<file path="src/rtl/im_loader_pkg.sv">
// im_loader_pkg: shared state encoding and sizing constants for the image loader.
package im_loader_pkg;
  typedef enum logic [2:0] {IDLE, RECV, WRITE, CHECK, DONE, ERR} state_t;
  localparam int BYTES_PER_WORD = 32 / 8;
  localparam int CHK_W = 8;
endpackage

</file>
<file path="src/rtl/im_loader_if.sv">
// im_loader_if: byte stream handshake and IM write port.
interface im_loader_if #(parameter int N = 32, parameter int ADDR_W = 5);
  logic byte_valid;
  logic byte_ready;
  logic [7:0] byte_data;
  logic im_we;
  logic [ADDR_W-1:0] im_waddr;
  logic [N-1:0] im_wdata;
  modport master(input byte_valid, byte_data, output byte_ready, im_we, im_waddr, im_wdata);
  modport slave(output byte_valid, byte_data, input byte_ready, im_we, im_waddr, im_wdata);
endinterface

</file>
<file path="src/rtl/im_word_packer.sv">
// im_word_packer: little-endian byte-to-word assembly with running XOR checksum.
module im_word_packer import im_loader_pkg::*; #(parameter int N = BYTES_PER_WORD * 8) (
  input  logic clk,
  input  logic rst_n,
  input  logic clear,
  input  logic accept,
  input  logic [7:0] data,
  output logic [N-1:0] word,
  output logic word_full,
  output logic [CHK_W-1:0] chk
);
  localparam int BPW = N / 8;
  localparam int CW = BPW > 1 ? $clog2(BPW) : 1;
  logic [CW-1:0] byte_cnt;
  logic [N-1:0] lanes;
  // word already includes the byte being accepted, so the writer can latch it on the same edge
  for (genvar g = 0; g < BPW; g++) begin : g_lane
    assign word[8*g +: 8] = (accept && byte_cnt == CW'(g)) ? data : lanes[8*g +: 8];
  end
  assign word_full = accept && byte_cnt == CW'(BPW - 1);
  always_ff @(posedge clk or negedge rst_n) begin
    if (!rst_n) begin
      byte_cnt <= '0;
      lanes <= '0;
      chk <= '0;
    end else if (clear) begin
      byte_cnt <= '0;
      chk <= '0;
    end else if (accept) begin
      lanes <= word;
      chk <= chk ^ data;
      byte_cnt <= word_full ? '0 : byte_cnt + 1'b1;
    end
  end
endmodule

</file>
<file path="src/rtl/im_loader.sv">
// im_loader: streams a program image into IM and releases the CPU once the checksum verifies.
module im_loader import im_loader_pkg::*; #(
  parameter int N = BYTES_PER_WORD * 8,
  parameter int ADDR_W = 5,
  parameter int DEPTH = 2 ** ADDR_W
) (
  input  logic clk,
  input  logic rst_n,
  input  logic load_start,
  input  logic [ADDR_W:0] load_len,
  im_loader_if.master bus,
  output logic [ADDR_W:0] words_loaded,
  output logic busy,
  output logic done,
  output logic error,
  output logic cpu_hold
);
  state_t state, nxt;
  logic [ADDR_W:0] len, word_cnt;
  logic [N-1:0] word;
  logic [CHK_W-1:0] chk;
  logic word_full, xfer, bad_len, can_start, start_ok;
  assign xfer = bus.byte_valid && bus.byte_ready;
  assign bad_len = load_len == '0 || load_len > (ADDR_W+1)'(DEPTH);
  assign can_start = state == IDLE || state == DONE || state == ERR;
  assign start_ok = load_start && can_start && !bad_len;
  assign words_loaded = word_cnt;
  im_word_packer #(.N(N)) u_packer (
    .clk(clk),
    .rst_n(rst_n),
    .clear(start_ok),
    .accept(xfer && state == RECV),
    .data(bus.byte_data),
    .word(word),
    .word_full(word_full),
    .chk(chk)
  );
  always_ff @(posedge clk or negedge rst_n) begin
    if (!rst_n) state <= IDLE;
    else state <= nxt;
  end
  always_comb begin
    nxt = state;
    case (state)
      IDLE, DONE, ERR: if (load_start) nxt = bad_len ? ERR : RECV;
      RECV: if (word_full) nxt = WRITE;
      WRITE: nxt = (word_cnt + (ADDR_W+1)'(1) == len) ? CHECK : RECV;
      CHECK: if (xfer) nxt = (bus.byte_data == chk) ? DONE : ERR;
      default: nxt = IDLE;
    endcase
  end
  always_comb begin
    bus.byte_ready = state == RECV || state == CHECK;
    bus.im_we = state == WRITE;
    busy = state == RECV || state == WRITE || state == CHECK;
    done = state == DONE;
    error = state == ERR;
    cpu_hold = state != DONE;
  end
  // word_cnt is one bit wider than the address so a full-depth load ends at DEPTH, not 0
  always_ff @(posedge clk or negedge rst_n) begin
    if (!rst_n) begin
      len <= '0;
      word_cnt <= '0;
      bus.im_waddr <= '0;
      bus.im_wdata <= '0;
    end else begin
      if (start_ok) begin
        len <= load_len;
        word_cnt <= '0;
      end
      if (state == WRITE) word_cnt <= word_cnt + 1'b1;
      if (state == RECV && word_full) begin
        bus.im_waddr <= word_cnt[ADDR_W-1:0];
        bus.im_wdata <= word;
      end
    end
  end
endmodule
</file>
<file path="src/flat_wrapper.sv">
// flat-port wrapper written by rule: the top's interface ports become plain ports
module im_loader_flat import im_loader_pkg::*;
#(
  parameter int N = BYTES_PER_WORD * 8,
  parameter int ADDR_W = 5,
  parameter int DEPTH = 2 ** ADDR_W
)
  (clk, rst_n, load_start, load_len, words_loaded, busy, done, error, cpu_hold, bus_byte_valid, bus_byte_data, bus_byte_ready, bus_im_we, bus_im_waddr, bus_im_wdata);
  im_loader_if #(.N(N), .ADDR_W(ADDR_W)) bus_i ();
  input  logic clk;
  input  logic rst_n;
  input  logic load_start;
  input  logic [ADDR_W:0] load_len;
  output logic [ADDR_W:0] words_loaded;
  output logic busy;
  output logic done;
  output logic error;
  output logic cpu_hold;
  input wire logic [$bits(bus_i.byte_valid)-1:0] bus_byte_valid;
  input wire logic [$bits(bus_i.byte_data)-1:0] bus_byte_data;
  output wire logic [$bits(bus_i.byte_ready)-1:0] bus_byte_ready;
  output wire logic [$bits(bus_i.im_we)-1:0] bus_im_we;
  output wire logic [$bits(bus_i.im_waddr)-1:0] bus_im_waddr;
  output wire logic [$bits(bus_i.im_wdata)-1:0] bus_im_wdata;
  assign bus_i.byte_valid = bus_byte_valid;
  assign bus_i.byte_data = bus_byte_data;
  assign bus_byte_ready = bus_i.byte_ready;
  assign bus_im_we = bus_i.im_we;
  assign bus_im_waddr = bus_i.im_waddr;
  assign bus_im_wdata = bus_i.im_wdata;
  im_loader #(.N(N), .ADDR_W(ADDR_W), .DEPTH(DEPTH)) u_core (.clk(clk), .rst_n(rst_n), .load_start(load_start), .load_len(load_len), .bus(bus_i), .words_loaded(words_loaded), .busy(busy), .done(done), .error(error), .cpu_hold(cpu_hold));
endmodule
</file>
<file path="config.mk">
export PLATFORM = sky130hd
export DESIGN_NAME = im_loader_flat
export DESIGN_NICKNAME = d
export VERILOG_FILES = /design/src/rtl/im_loader_pkg.sv /design/src/rtl/im_loader_if.sv /design/src/rtl/im_word_packer.sv /design/src/rtl/im_loader.sv /design/src/flat_wrapper.sv
export SDC_FILE = /design/constraint.sdc
export NUM_CORES = 1
export LEC_CHECK = 0
export CORE_AREA = 2 2 101 103
export CTS_CLUSTER_DIAMETER = 200
export CTS_CLUSTER_SIZE = 40
export DETAILED_ROUTE_END_ITERATION = 12
export DIE_AREA = 0 0 103 105
export PLACE_DENSITY = 0.79
export SYNTH_ARGS = -nofsm -noshare
export SYNTH_HDL_FRONTEND = slang
export SYNTH_HIERARCHICAL = 1
export SYNTH_SLANG_ARGS = --single-unit
</file>
<file path="constraint.sdc">
create_clock -name clk -period 2.3 [get_ports clk]
set_input_delay 0.46 -clock clk [delete_from_list [all_inputs] [get_ports clk]]
set_output_delay 0.46 -clock clk [all_outputs]
set_load 0.1 [all_outputs]
</file>
**After elaboration in Yosys (flattened, before gate mapping)**

Index checks and enable logic that the tools add are counted.

- Bitwise operators: 2
- $add $sub $neg: 2
- $lt $le $gt $ge: 1
- Equal/unequal tests: 14
- Reduce and logical (&&, ||, !) cells: 24
- Multiplexer cells: 18

Operator list:

| kind | number |
|---|---|
| 8-bit two-way mux | 6 |
| 3-bit two-way mux | 4 |
| 6-bit two-way mux | 2 |
| 3-bit case mux with 4 select lines | 1 |
| 1-bit logical AND | 9 |
| 8-bit equality test | 1 |
| 2-bit two-way mux | 4 |
| 8-bit XOR | 1 |
| 6-bit by 1-bit adder with 6-bit output, second input constant | 1 |
| 3-bit by 2-bit equality test with 1-bit output, second input constant | 2 |
| 3-bit equality test, second input constant | 2 |
| 6-bit equality test | 1 |
| 6-bit greater-than comparator, second input constant | 1 |
| 6-bit logical NOT | 1 |
| 1-bit logical OR | 6 |
| 2-bit equality test, second input constant | 2 |
| 2-bit != test, second input constant | 2 |
| 2-bit nonzero test | 2 |
| 3-bit by 1-bit equality test with 1-bit output, second input constant | 1 |
| 3-bit logical NOT | 1 |
| 3-bit != test, second input constant | 1 |
| 3-bit AND reduction | 1 |
| 3-bit OR reduction | 1 |
| 2-bit by 1-bit adder with 2-bit output, second input constant | 1 |
| 7 further kinds | 7 |

- Register bits after elaboration: 94
- Word-level logic and storage cells: 69
- Output and inout bits: 49

**Logic depth before layout (Yosys ltp)**

Gate-level depths: netlist of run 1.

- Depth in word-level cells: 8
- Depth in mapped cells: 10
- Mapped depth without buffers: 9

**Cells and area by module**

The synthesis of run 1 kept the hierarchy.

Modules (own cells, without submodules):

| module | cells an instance | times used | seq. area each (µm²) | area each (µm²) |
|---|---|---|---|---|
| im_loader | 188 | 1 | 1,301.2 | 2,392.3 |
| im_word_packer | 161 | 1 | 1,051.0 | 2,224.6 |

**Worst setup path before layout of run 1**

OpenSTA, ideal clock, no wires.

- Path type: register to register
- Start point: register u_core.state[2]
- End point: register u_core.bus.im_waddr[4]
- Arrival time: 2.776 ns
- Slack: -0.603 ns
- Setup time: 0.126 ns
- Stages on the path, launching flop included: 11
- Buffers on the path: 3
- Required time: 2.174 ns
- Cells stage by stage: dfrtp_1 -> nand2b_1 -> inv_1 -> and3_1 -> buf_6 -> nand2_2 -> inv_1 -> and3_1 -> buf_2 -> buf_4 -> mux2_2

- Word-level cells in the longest chain between the ends: 6
- Elaborated cells on any way between the ends: 7
- Those cells by class: eq/ne: 2; reduce/logical: 5

Ends and longest elaborated chain:

| what | RTL line | source |
|---|---|---|
| from (decl) | im_loader.sv:18 | `state_t state, nxt;` |
| from (signal assigned) | im_loader.sv:40 | `else state <= nxt;` |
| 3-bit by 1-bit equality test with 1-bit output / 3-bit by 2-bit equality test with 1-bit output (equally long branches) | im_loader.sv:53 | `bus.byte_ready = state == RECV \|\| state == CHECK;` |
| 1-bit logical OR (*) | im_loader.sv:53 |  |
| named net bus_byte_ready | flat_wrapper.sv:21 | `output wire logic [$bits(bus_i.byte_ready)-1:0] bus_byte_ready;` |
| 1-bit logical AND (*) | im_loader.sv:23 | `assign xfer = bus.byte_valid && bus.byte_ready;` |
| 1-bit logical AND (*) | im_loader.sv:32 | `.accept(xfer && state == RECV),` |
| 1-bit logical AND (*) | im_word_packer.sv:20 | `assign word_full = accept && byte_cnt == CW'(BPW - 1);` |
| named net u_core.word_full | im_loader.sv:22 | `logic word_full, xfer, bad_len, can_start, start_ok;` |
| 1-bit logical AND (*) | im_loader.sv:73 | `if (state == RECV && word_full) begin` |
| to (signal assigned) | im_loader.sv:74 | `bus.im_waddr <= word_cnt[ADDR_W-1:0];` |
| to (decl) | im_loader_if.sv:9 | `modport master(input byte_valid, byte_data, output byte_ready, im_we, im_waddr, im_wdata);` |

The timed path passes the listed nets; every way through them passes the cells marked *.
A chain may end at the register's enable or synchronous reset.

**Final worst setup path of run 1**

- Start point: input port load_len[0]
- End point: register u_core.u_packer.lanes[23]

- Word-level cells in the longest chain between the ends: 6
- Elaborated cells on any way between the ends: 7
- Those cells by class: order compare: 1; bitwise: 1; reduce/logical: 5

Ends and longest elaborated chain:

| what | RTL line | source |
|---|---|---|
| from (decl) | flat_wrapper.sv:13 | `input logic [ADDR_W:0] load_len;` |
| 6-bit greater-than comparator / 6-bit logical NOT (equally long branches) | im_loader.sv:24 | `assign bad_len = load_len == '0 \|\| load_len > (ADDR_W+1)'(DEPTH);` |
| 1-bit logical OR (*) | im_loader.sv:24 |  |
| 1-bit logical NOT (*) | im_loader.sv:26 | `assign start_ok = load_start && can_start && !bad_len;` |
| 1-bit logical AND (*) | im_loader.sv:26 |  |
| named net u_core.start_ok | im_loader.sv:22 |  |
| 1-bit inverter (no line) (*) | - |  |
| 2-bit AND reduction (no line) (*) | - |  |
| to (signal assigned) | im_word_packer.sv:30 | `lanes <= word;` |
| to (decl) | im_word_packer.sv:15 | `logic [N-1:0] lanes;` |

Marks and branches as above.

==> results.py, run 1 <==
metrics = {
    "pwr": {
        "power_mw": 7.60,
        "irDropWorstVdd_mv": 1.08,
        "comb_power_share": 0.522,
        "p_seq_frac": 0.339,
        "swShare": 0.455,
        "leakage_nw": 2.84,
        "p_clk_frac": 0.139,
        "p_int_mw": 4.14,
        "p_sw_mw": 3.46,
        "power_density_nw_per_um2": 1310,
    },
    "drt": {
        "viasPerCell": 5.23,
        "vias": 2992,
        "drc_errors": 0,
        "drt_first_pass_iters": 5,
        "drtAntennaViolNets": 0,
        "drtIter0Drc": 119,
        "wirelength_microns": 9370,
        "wl_per_cell_microns": 16.4,
    },
    "cts": {
        "worst_setup_hold_path_clk_slew_ns": 0.10,
        "cts_buffers": 9,
        "insertion_delay_ns": 0.37,
        "cts-root-buf": "clkbuf_8",
        "ctsHoldBuffers": 0,
        "cts_sinks": 94,
        "cts_tree": "done",
        "h-tree-depth": 3,
        "clockBufferDepth": 2,
    },
    "grt": {
        "track_usage": 0.181,
        "grt_pass1_wl_microns": 15200,
        "grt_pass1_vias": 3079,
        "overflow": 0,
        "antenna_found_initial": 0,
        "grt_max_degree": 56,
    },
    "critical_path": {
        "crit_type": "in2reg",
        "end_kind": "flop",
        "worstSetupStartpointType": "primary input",
        "required_ns": 2.55,
        "ff2ff_path_depth": 7,
        "cp_max_fo": 8,
        "arrival_ns": 2.49,
    },
    "job": {
        "max_cap_viol_count": 0,
    },
    "placed_design": {
        "gp_congestion": 0.801,
        "dp_hpwl_microns": 6550,
        "io_buffer_count": 66,
    },
    "final_layout": {
        "seqCellArea_sq_um": 2350,
        "num_antenna_cells": 0,
        "nNetsFinal": 457,
        "area_growth_pct": 25.7,
        "multi_input_area_sq_um": 2200,
        "fillers": 796,
        "layout-drive-gt1-share": 0.533,
    },
    "sta": {
        "setup_viol": 0,
        "rsz0062_at_grt": "no",
        "final-hold-violation-count": 0,
        "slew_headroom": 0.642,
        "fin_worst_skew_ns": 0.0116,
        "drv_slew": 0,
        "whs_ns": 0.0659,
        "timing.fmax_mhz": 445,
        "worstMarginPinSlew_ns": 0.537,
        "post-route-period-util": 0.976,
        "period_needed_ns": 2.25,
    },
    "floorplanning": {
        "coreArea_sq_um": 9640,
        "io_pins": 67,
        "die_x_microns": 103,
        "die_area_sq_um": 10800,
        "start_util": 0.479,
        "rows": 36,
        "dieHeight_microns": 105,
    },
    "synth": {
        "synth_top_area_share": 0.509,
        "seq_area_frac_synth": 0.509,
        "synthTopCellsByArea": "dfrtp_1 (51%), mux2_2 (26%), a21bo_2 (1.7%)",
        "syn_area_sq_um": 4620,
        "ys_seq_elements": 94,
        "yosysTopAreaCell": "dfrtp_1",
        "synth.most_common_cell": "mux2_2",
        "yosysWarnings": 6,
        "synth_edf_count": 0,
        "synthDistinctLibCells": 46,
        "syn_nets": 372,
        "syn_avg_cell_area_sq_um": 13.2,
        "postSynthCellCount": 349,
        "async_flop_share": 1.00,
        "synth_ff_type": "dfrtp_1",
        "netlist_top_cells_count": "mux2_2 (107), dfrtp_1 (94), nand2_1 (12)",
    },
    "min_path": {
        "hp-class": "in2async",
    },
    "status": {
        "status": "complete, no violations",
    },
}
==> state kept, by name (all words and copies together) (netlist names) <==
| name | count |
|---|---|
| u_core/bus.im_wdata | 32 |
| u_core/bus.im_waddr | 5 |
| u_core/state | 3 |
| u_core/u_packer/lanes | 32 |
| u_core/u_packer/chk | 8 |
| u_core/u_packer/byte_cnt | 2 |
| u_core/words_loaded | 6 |
| u_core/len | 6 |
==> final cells by class <==
class,instances,area share
multi-input cells,229,0.379
clock inverters,7,0.0108
inverters,8,0.00733
clock buffers,9,0.0214
well taps,133,0.0287
repair buffers,92,0.147
flip-flops and latches,94,0.406
==> power by group through the flow <==
| stage | Clock (mW) | Sequential, mW | Combinational (mW) |
|---|---|---|---|
| 6_report | 1.06 | 2.57 | 3.96 |
| 5_1_grt | 1.17 | 2.65 | 4.15 |
| 4_1_cts | 1.09 | 2.58 | 3.96 |
| 3_5_place_dp | 0 | 2.61 | 3.93 |
| 3_3_place_gp | 0 | 2.57 | 3.85 |
| 2_1_floorplan | 0 | 3.81 | 1.83 |
==> critical path: stages <==
cell             delay [ns]
clkdlybuf4s50_1        0.43
or4_4                  0.44
or3_4                  0.43
nand3_4                0.10
inv_4                  0.06
nand3b_4               0.23
mux2_4                 0.34
==> through the flow <==
step	utilization	cells	cell area, sq um	TNS, ns	setup slack, ns
after floorplan	-	349	4700	-6.79	-0.180
after global placement	0.576	555	5560	-16.53	-0.488
after detailed placement	0.576	555	5560	-19.19	-0.540
after CTS	0.598	571	5770	0	0.0217
after global routing	0.602	572	5800	0	0.0126
final	0.602	572	5800	0	0.0544
==> logic make-up after synthesis <==
| logic type | after synthesis | share of synthesized area |
|---|---|---|
| AO/OA/AOI/OAI | 38 | 0.0599 |
| multiplexers | 109 | 0.266 |
| AND/OR/NAND/NOR | 60 | 0.0848 |
| buffers and inverters | 26 | 0.0336 |
| adder cells (fa/ha/maj) | 5 | 0.0136 |
| flip-flops | 94 | 0.509 |
| XOR/XNOR | 17 | 0.0323 |
==> layout by cell type, fill, tap and decap left out, types with 4 or more instances in the layout <==
master / count
nand3b_1: 9
nand2_1: 12
clkdlybuf4s50_1: 13
a21bo_2: 8
dfrtp_1: 92
buf_4: 67
nand3b_4: 4
nor2_1: 9
mux2_2: 100
xor2_1: 8
nand3_1: 5
clkbuf_8: 9
mux2_4: 8
a21oi_1: 10
buf_12: 9
xnor2_1: 9
o21ai_0: 11
ha_1: 5
==> what timing repair did <==
| action | in CTS | in global routing |
|---|---|---|
| pin swaps | 0 | 2 |
| setup endpoints to repair | 32 | 23 |
| gates resized for setup | 4 | 8 |
| setup buffers | 0 | 1 |
==> final timing paths <==
kind | from | endpoint | slack (ns)
max in group asynchronous | rst_n | u_core/u_packer/chk[7]$_DFFE_PN0P_ | 1.56
hold / removal | rst_n | u_core/words_loaded[5]$_DFFE_PN0P_ | 0.07
min in group clk | load_len[3] | u_core/len[3]$_DFFE_PN0P_ | 0.37
setup reg to reg | u_core/state[0]$_DFFE_PN0P_ | u_core/bus.im_wdata[15]$_DFFE_PN0P_ | 0.17
hold reg to reg | u_core/u_packer/lanes[2]$_DFFE_PN0P_ | u_core/u_packer/lanes[2]$_DFFE_PN0P_ | 0.51
setup / recovery | load_len[0] | u_core/u_packer/lanes[23]$_DFFE_PN0P_ | 0.05
==> metal layers <==
metal	routed length [microns]	track usage	vias to the layer above
met2	4610	0.297	67
met3	370	0.0321	14
li1	-	-	1417
met5	0	0	-
met1	4260	0.241	1494
met4	130	0.0555	0
(Power assumes the default switching activity.)
==> inputs of run 2 (changes only) <==
--- a/config.mk
+++ b/config.mk
@@ -5,11 +5,12 @@
 export SDC_FILE = /design/constraint.sdc
 export NUM_CORES = 1
 export LEC_CHECK = 0
-export CORE_AREA = 2 2 101 103
+export CORE_AREA = 3 3 102 104
 export CTS_CLUSTER_DIAMETER = 200
 export CTS_CLUSTER_SIZE = 40
 export DETAILED_ROUTE_END_ITERATION = 12
-export DIE_AREA = 0 0 103 105
+export DIE_AREA = 0 0 105 107
+export GPL_ROUTABILITY_DRIVEN = 0
 export PLACE_DENSITY = 0.79
 export SYNTH_ARGS = -nofsm -noshare
 export SYNTH_HDL_FRONTEND = slang
==> run 2 against run 1 <==
  * Clock skew is 0.0016 ns lower
  * First-iteration DRC count fell by 8.4%
  * Design area shrank 0.22%
  * Die area rose by 3.9%
  * Register-to-register slack improved by 0.02 ns
  * Total power is 0.57% lower
  * Critical path depth is the same
  * Worst setup slack improved by 0.019 ns
  * Global-route usage about the same
==> results.py, run 2 (synthesized netlist as in run 1, its figures left out) <==
metrics = {
    "status": {
        "status": "complete, no violations",
    },
    "drt": {
        "drtAntennaViolNets": 0,
        "drt_first_pass_iters": 4,
        "wl_per_cell_microns": 16.8,
        "viasPerCell": 5.25,
        "drtIter0Drc": 109,
        "drc_errors": 0,
        "vias": 3015,
        "wirelength_microns": 9660,
    },
    "critical_path": {
        "crit_type": "in2reg",
        "cp_max_fo": 8,
        "arrival_ns": 2.47,
        "end_kind": "flop",
        "worstSetupStartpointType": "primary input",
        "required_ns": 2.54,
    },
    "floorplanning": {
        "start_util": 0.479,
        "rows": 36,
        "io_pins": 67,
        "die_area_sq_um": 11200,
        "dieHeight_microns": 107,
        "die_x_microns": 105,
        "coreArea_sq_um": 9640,
    },
    "sta": {
        "setup_viol": 0,
        "timing.fmax_mhz": 449,
        "rsz0062_at_grt": "no",
        "drv_slew": 0,
        "final-hold-violation-count": 0,
        "fin_worst_skew_ns": 0.0100,
        "worstMarginPinSlew_ns": 0.520,
        "period_needed_ns": 2.23,
        "post-route-period-util": 0.968,
        "slew_headroom": 0.652,
    },
    "job": {
        "max_cap_viol_count": 0,
    },
    "cts": {
        "insertion_delay_ns": 0.36,
        "clockBufferDepth": 2,
        "cts-root-buf": "clkbuf_8",
        "h-tree-depth": 3,
        "cts_tree": "done",
        "worst_setup_hold_path_clk_slew_ns": 0.09,
        "cts_sinks": 94,
        "cts_buffers": 9,
    },
    "final_layout": {
        "final_cells": 574,
        "layout-drive-gt1-share": 0.531,
        "design_area_sq_um": 5790,
        "final_core_util": 0.601,
        "nNetsFinal": 460,
        "area_growth_pct": 25.4,
        "final_common_cell": "mux2_2",
        "reg_top3": "u_core/bus.im_wdata: 32 flops, u_core/u_packer/lanes: 32 flops, u_core/u_packer/chk: 8 flops",
        "num_antenna_cells": 0,
        "final_cell_mix": "mux2_2 (101), dfrtp_1 (92), buf_4 (70)",
        "fillers": 783,
    },
    "grt": {
        "grt_pass1_vias": 3113,
        "antenna_found_initial": 0,
        "track_usage": 0.180,
        "grt_pass1_wl_microns": 15900,
        "overflow": 0,
        "grt_max_degree": 63,
    },
    "placed_design": {
        "io_buffer_count": 66,
        "dp_hpwl_microns": 6800,
        "placed_cells": 556,
        "place_area_sq_um": 5560,
    },
    "pwr": {
        "irDropWorstVdd_mv": 0.901,
        "power_density_nw_per_um2": 1300,
        "leakage_nw": 2.80,
    },
    "min_path": {
        "hp-class": "in2async",
    },
}
==> run 2: cell types whose count changed in the layout (fill, tap and decap cells not counted), moves of 2 or more <==
cell and delta:
buf_4 +3, clkbuf_1 +2, clkinvlp_4 +2, dlygate4sd2_1 +4
dlymetal6s2s_1 -3, inv_6 -3, inv_8 -2
==> run 2: stage by stage <==
stage | hold WS, ns | power [mW] | setup WS [ns] | TNS (ns)
6_report | 0.0370 | 7.55 | 0.0733 | 0
5_1_grt | 0.0476 | 7.94 | 0.00815 | 0
3_3_place_gp | 0.440 | 6.44 | -0.499 | -17.01
4_1_cts | 0.0398 | 7.60 | 0.0232 | 0
3_5_place_dp | 0.446 | 6.57 | -0.576 | -19.93
2_1_floorplan | 0.164 | 5.64 | -0.180 | -6.79
==> run 2: critical path, stage by stage <==
cell	delay [ns]
dlygate4sd2_1	0.24
or4_4	0.54
or3_4	0.36
nand3_4	0.10
clkinvlp_4	0.15
nand3b_4	0.26
mux2_4	0.34
==> run 2: layer usage <==
| metal | vias to the layer above | part of all wire | GRT usage |
|---|---|---|---|
| met5 | - | 0 | 0 |
| met4 | 0 | 0.016 | 0.0572 |
| met3 | 14 | 0.039 | 0.0452 |
| met2 | 70 | 0.49 | 0.295 |
| met1 | 1515 | 0.45 | 0.237 |
| li1 | 1416 | - | - |
==> run 2: cell type report <==
| type | instances | area, sq um | area share |
|---|---|---|---|
| Clock inverter | 3 | 21.3 | 0.00367 |
| Sequential cell | 94 | 2350 | 0.407 |
| Inverter | 8 | 43.8 | 0.00756 |
| Tap cell | 133 | 166 | 0.0287 |
| Timing Repair Buffer | 95 | 861 | 0.149 |
| Clock buffer | 12 | 145 | 0.0251 |
| Multi-Input combinational cell | 229 | 2200 | 0.380 |
==> run 2: path summary, 6_finish.rpt <==
path	startpoint	to	slack, ns	cells after the start
setup reg to reg	u_core/state[0]$_DFFE_PN0P_	u_core/bus.im_wdata[5]$_DFFE_PN0P_	0.19	7
setup / recovery	load_len[4]	u_core/u_packer/lanes[21]$_DFFE_PN0P_	0.07	7
max in group asynchronous	rst_n	u_core/state[0]$_DFFE_PN0P_	1.59	2
hold reg to reg	u_core/u_packer/lanes[10]$_DFFE_PN0P_	u_core/u_packer/lanes[10]$_DFFE_PN0P_	0.51	1
min in group clk	load_len[2]	u_core/len[2]$_DFFE_PN0P_	0.48	2
hold / removal	rst_n	u_core/state[2]$_DFFE_PN0P_	0.04	1
==> run 2: repair_timing <==
action | in CTS | in global routing
gates resized for setup | 10 | 1
buffers inserted | 2 | 1
hold buffers | 0 | 0
setup endpoints to repair | 32 | 2
hold endpoints to repair | 0 | 0
pin swaps | 2 | 1
==> run 2: report_power, final <==
| group | switching, mW | internal, mW | total [mW] |
|---|---|---|---|
| Combinational | 2.49 | 1.50 | 3.99 |
| Clock | 0.553 | 0.418 | 0.971 |
| Sequential | 0.360 | 2.23 | 2.59 |
==> patch: new RTL, config.mk and constraints of run 1 <==
Register the output `error`; this adds one clock of latency there. The other outputs are not delayed to match.
--- a/src/rtl/im_loader.sv
+++ b/src/rtl/im_loader.sv
@@ -16,4 +16,6 @@
   output logic cpu_hold
 );
+
+  logic error_d;
   state_t state, nxt;
   logic [ADDR_W:0] len, word_cnt;
@@ -55,5 +57,5 @@
     busy = state == RECV || state == WRITE || state == CHECK;
     done = state == DONE;
-    error = state == ERR;
+    error_d = state == ERR;
     cpu_hold = state != DONE;
   end
@@ -77,3 +79,7 @@
     end
   end
+  always_ff @(posedge clk) begin
+    error <= error_d;
+  end
+
 endmodule
Function: changed (a bounded check fails within 4 cycles, from zero or initial values and one cycle with rst_n low).
==> patch against run 1 <==
  * Sequential share of layout area up 0.75 points
  * Setup slack better by 0.046 ns
  * Routed wire length up 0.17%
  * Total power down 15%
  * Combinational power down 25%
  * Via count down 0.33%
  * Utilization down 0.65 points
  * Area after synthesis down 0.62%
  * Sequential cell count up 1
  * Clock power down 4%
  * Design area down 1.1%
==> patch: results (changes against run 1) <==
[grt]
grt_pass1_wl_um = 15400  ; was 15160 µm
first_global_vias = 3029  ; was 3079
grt_max_degree = 44  ; was 56
grtUsageTotal = 0.1850  ; was 0.1805

[worst_setup_path]
reg2reg_to = u_core/bus.im_wdata[8]  ; was u_core/bus.im_wdata[15]
r2r_cells = 9  ; was 7
max_stage_delay_ns = 0.46  ; was 0.44 ns
crit_fanout = 34  ; was 8
slowest_stage = dfrtp_1  ; was or4_4
rrSetupSlack_ns = 0.10  ; was 0.17 ns

[cells_and_area]
layoutNonFillerInstCount = 571  ; was 572
nets = 456  ; was 457
final.fill_count = 775  ; was 796
drive_gt1_frac = 0.5251  ; was 0.5330

[power]
p_leak_uw = 0.002858  ; was 0.002837 µW
peakVddDrop_mv = 0.7685  ; was 1.077 mV

[route]
via_per_inst = 5.222  ; was 5.231
drt-pass1-iter-count = 4  ; was 5
drt-initial-drc-count = 105  ; was 119

[yosys]
synthCells = 343  ; was 349
ys_async_sr_fraction = 0.9895  ; was 1.000
ys_top_cells_by_count = mux2_2, dfrtp_1, nand2_1  ; unchanged
yosysSeqAreaShare = 0.5170  ; was 0.5095
synthDistinctLibCells = 44  ; was 46
synthTopCellsByArea = dfrtp_1, mux2_2, xnor2_1  ; was dfrtp_1, mux2_2, a21bo_2

[sta]
whs_ns = 0.03130  ; was 0.06588 ns
finClkSkew_ns = 0.008108  ; was 0.01164 ns

[place]
placed_area_um2 = 5470  ; was 5555 µm²
finalWeightedCongestion = 0.8046  ; was 0.8007
dpl.cell_count = 550  ; was 555
hpwlAfterDp_um = 6471  ; was 6550 µm

[outcome]
status = finished, final reports clean  ; unchanged

## patch: changes by cell type after synthesis, sizes merged, moves of 2 or more
| cell | run 1 | this run |
|---|---|---|
| o31ai | 2 | 0 |
| xnor2 | 9 | 12 |
| nor2b | 0 | 2 |
| nand3 | 6 | 3 |
## patch: worst max path at each step
stage / startpoint / to / cells after the start
final: u_core/state[0] / u_core/bus.im_wdata[8] / 9
after detailed placement: load_len[0] / u_core/u_packer/lanes[1] / 7
after floorplan: u_core/state[2] / u_core/bus.im_waddr[4] / 11
after global placement: load_len[0] / u_core/u_packer/lanes[30] / 7
after global routing: u_core/state[0] / u_core/bus.im_wdata[8] / 9
after CTS: load_len[0] / u_core/u_packer/lanes[1] / 7
## patch: repair_timing
item | 4_1_cts | 5_1_grt
pin swaps | 0 | 2
endpoints found under the setup margin | 24 | 33
gates cloned | 0 | 0
buffers inserted | 0 | 5
hold endpoints to repair | 0 | 0
hold buffers | 0 | 0
gates resized for setup | 0 | 11
## patch: cells by family after synthesis
logic type,Yosys count,synth area share
adder cells (fa/ha/maj),5,0.01364
buffers and inverters,25,0.03109
AND/OR/NAND/NOR,54,0.07745
flip-flops,95,0.5170
AO/OA/AOI/OAI,37,0.05891
multiplexers,108,0.2656
XOR/XNOR,19,0.03627
## patch: layer usage
metal  routed length [µm]  global-route usage
met1                 4435              0.2550
met2                 4547              0.2876
met3                  293             0.04415
met4                  106             0.05827
met5                    0                   0
## patch: stage by stage
step | total power, µW | worst slack (ns)
2_1_floorplan | 4702 | -0.3030
3_3_place_gp | 5304 | -0.4887
3_5_place_dp | 5390 | -0.5333
4_1_cts | 6422 | -0.1368
5_1_grt | 6755 | 0.01286
6_report | 6428 | 0.1001
## patch: cell type report
cell class | count | area, µm² | area share
timing repair buffer | 95 | 838.3 | 0.1461
sequential | 95 | 2372 | 0.4133
tap | 133 | 166.4 | 0.02900
clock inverter | 7 | 56.30 | 0.009810
multi-input combinational | 223 | 2133 | 0.3717
clock buffer | 9 | 123.9 | 0.02158
inverter | 9 | 48.80 | 0.008502
## patch: critical path, delay by kind of cell, from the launching register on
family	cells	cell delay, ns
simple gates	5	0.79
mux	1	0.37
flops	1	0.46
buf+inv	3	0.45
## patch: power by group
group	total [µW]	leakage (µW)	switching, µW	internal, µW
Combinational	2960	0.00152	1760	1210
Sequential	2440	0.00125	287	2150
Clock	1020	0.0000842	617	406
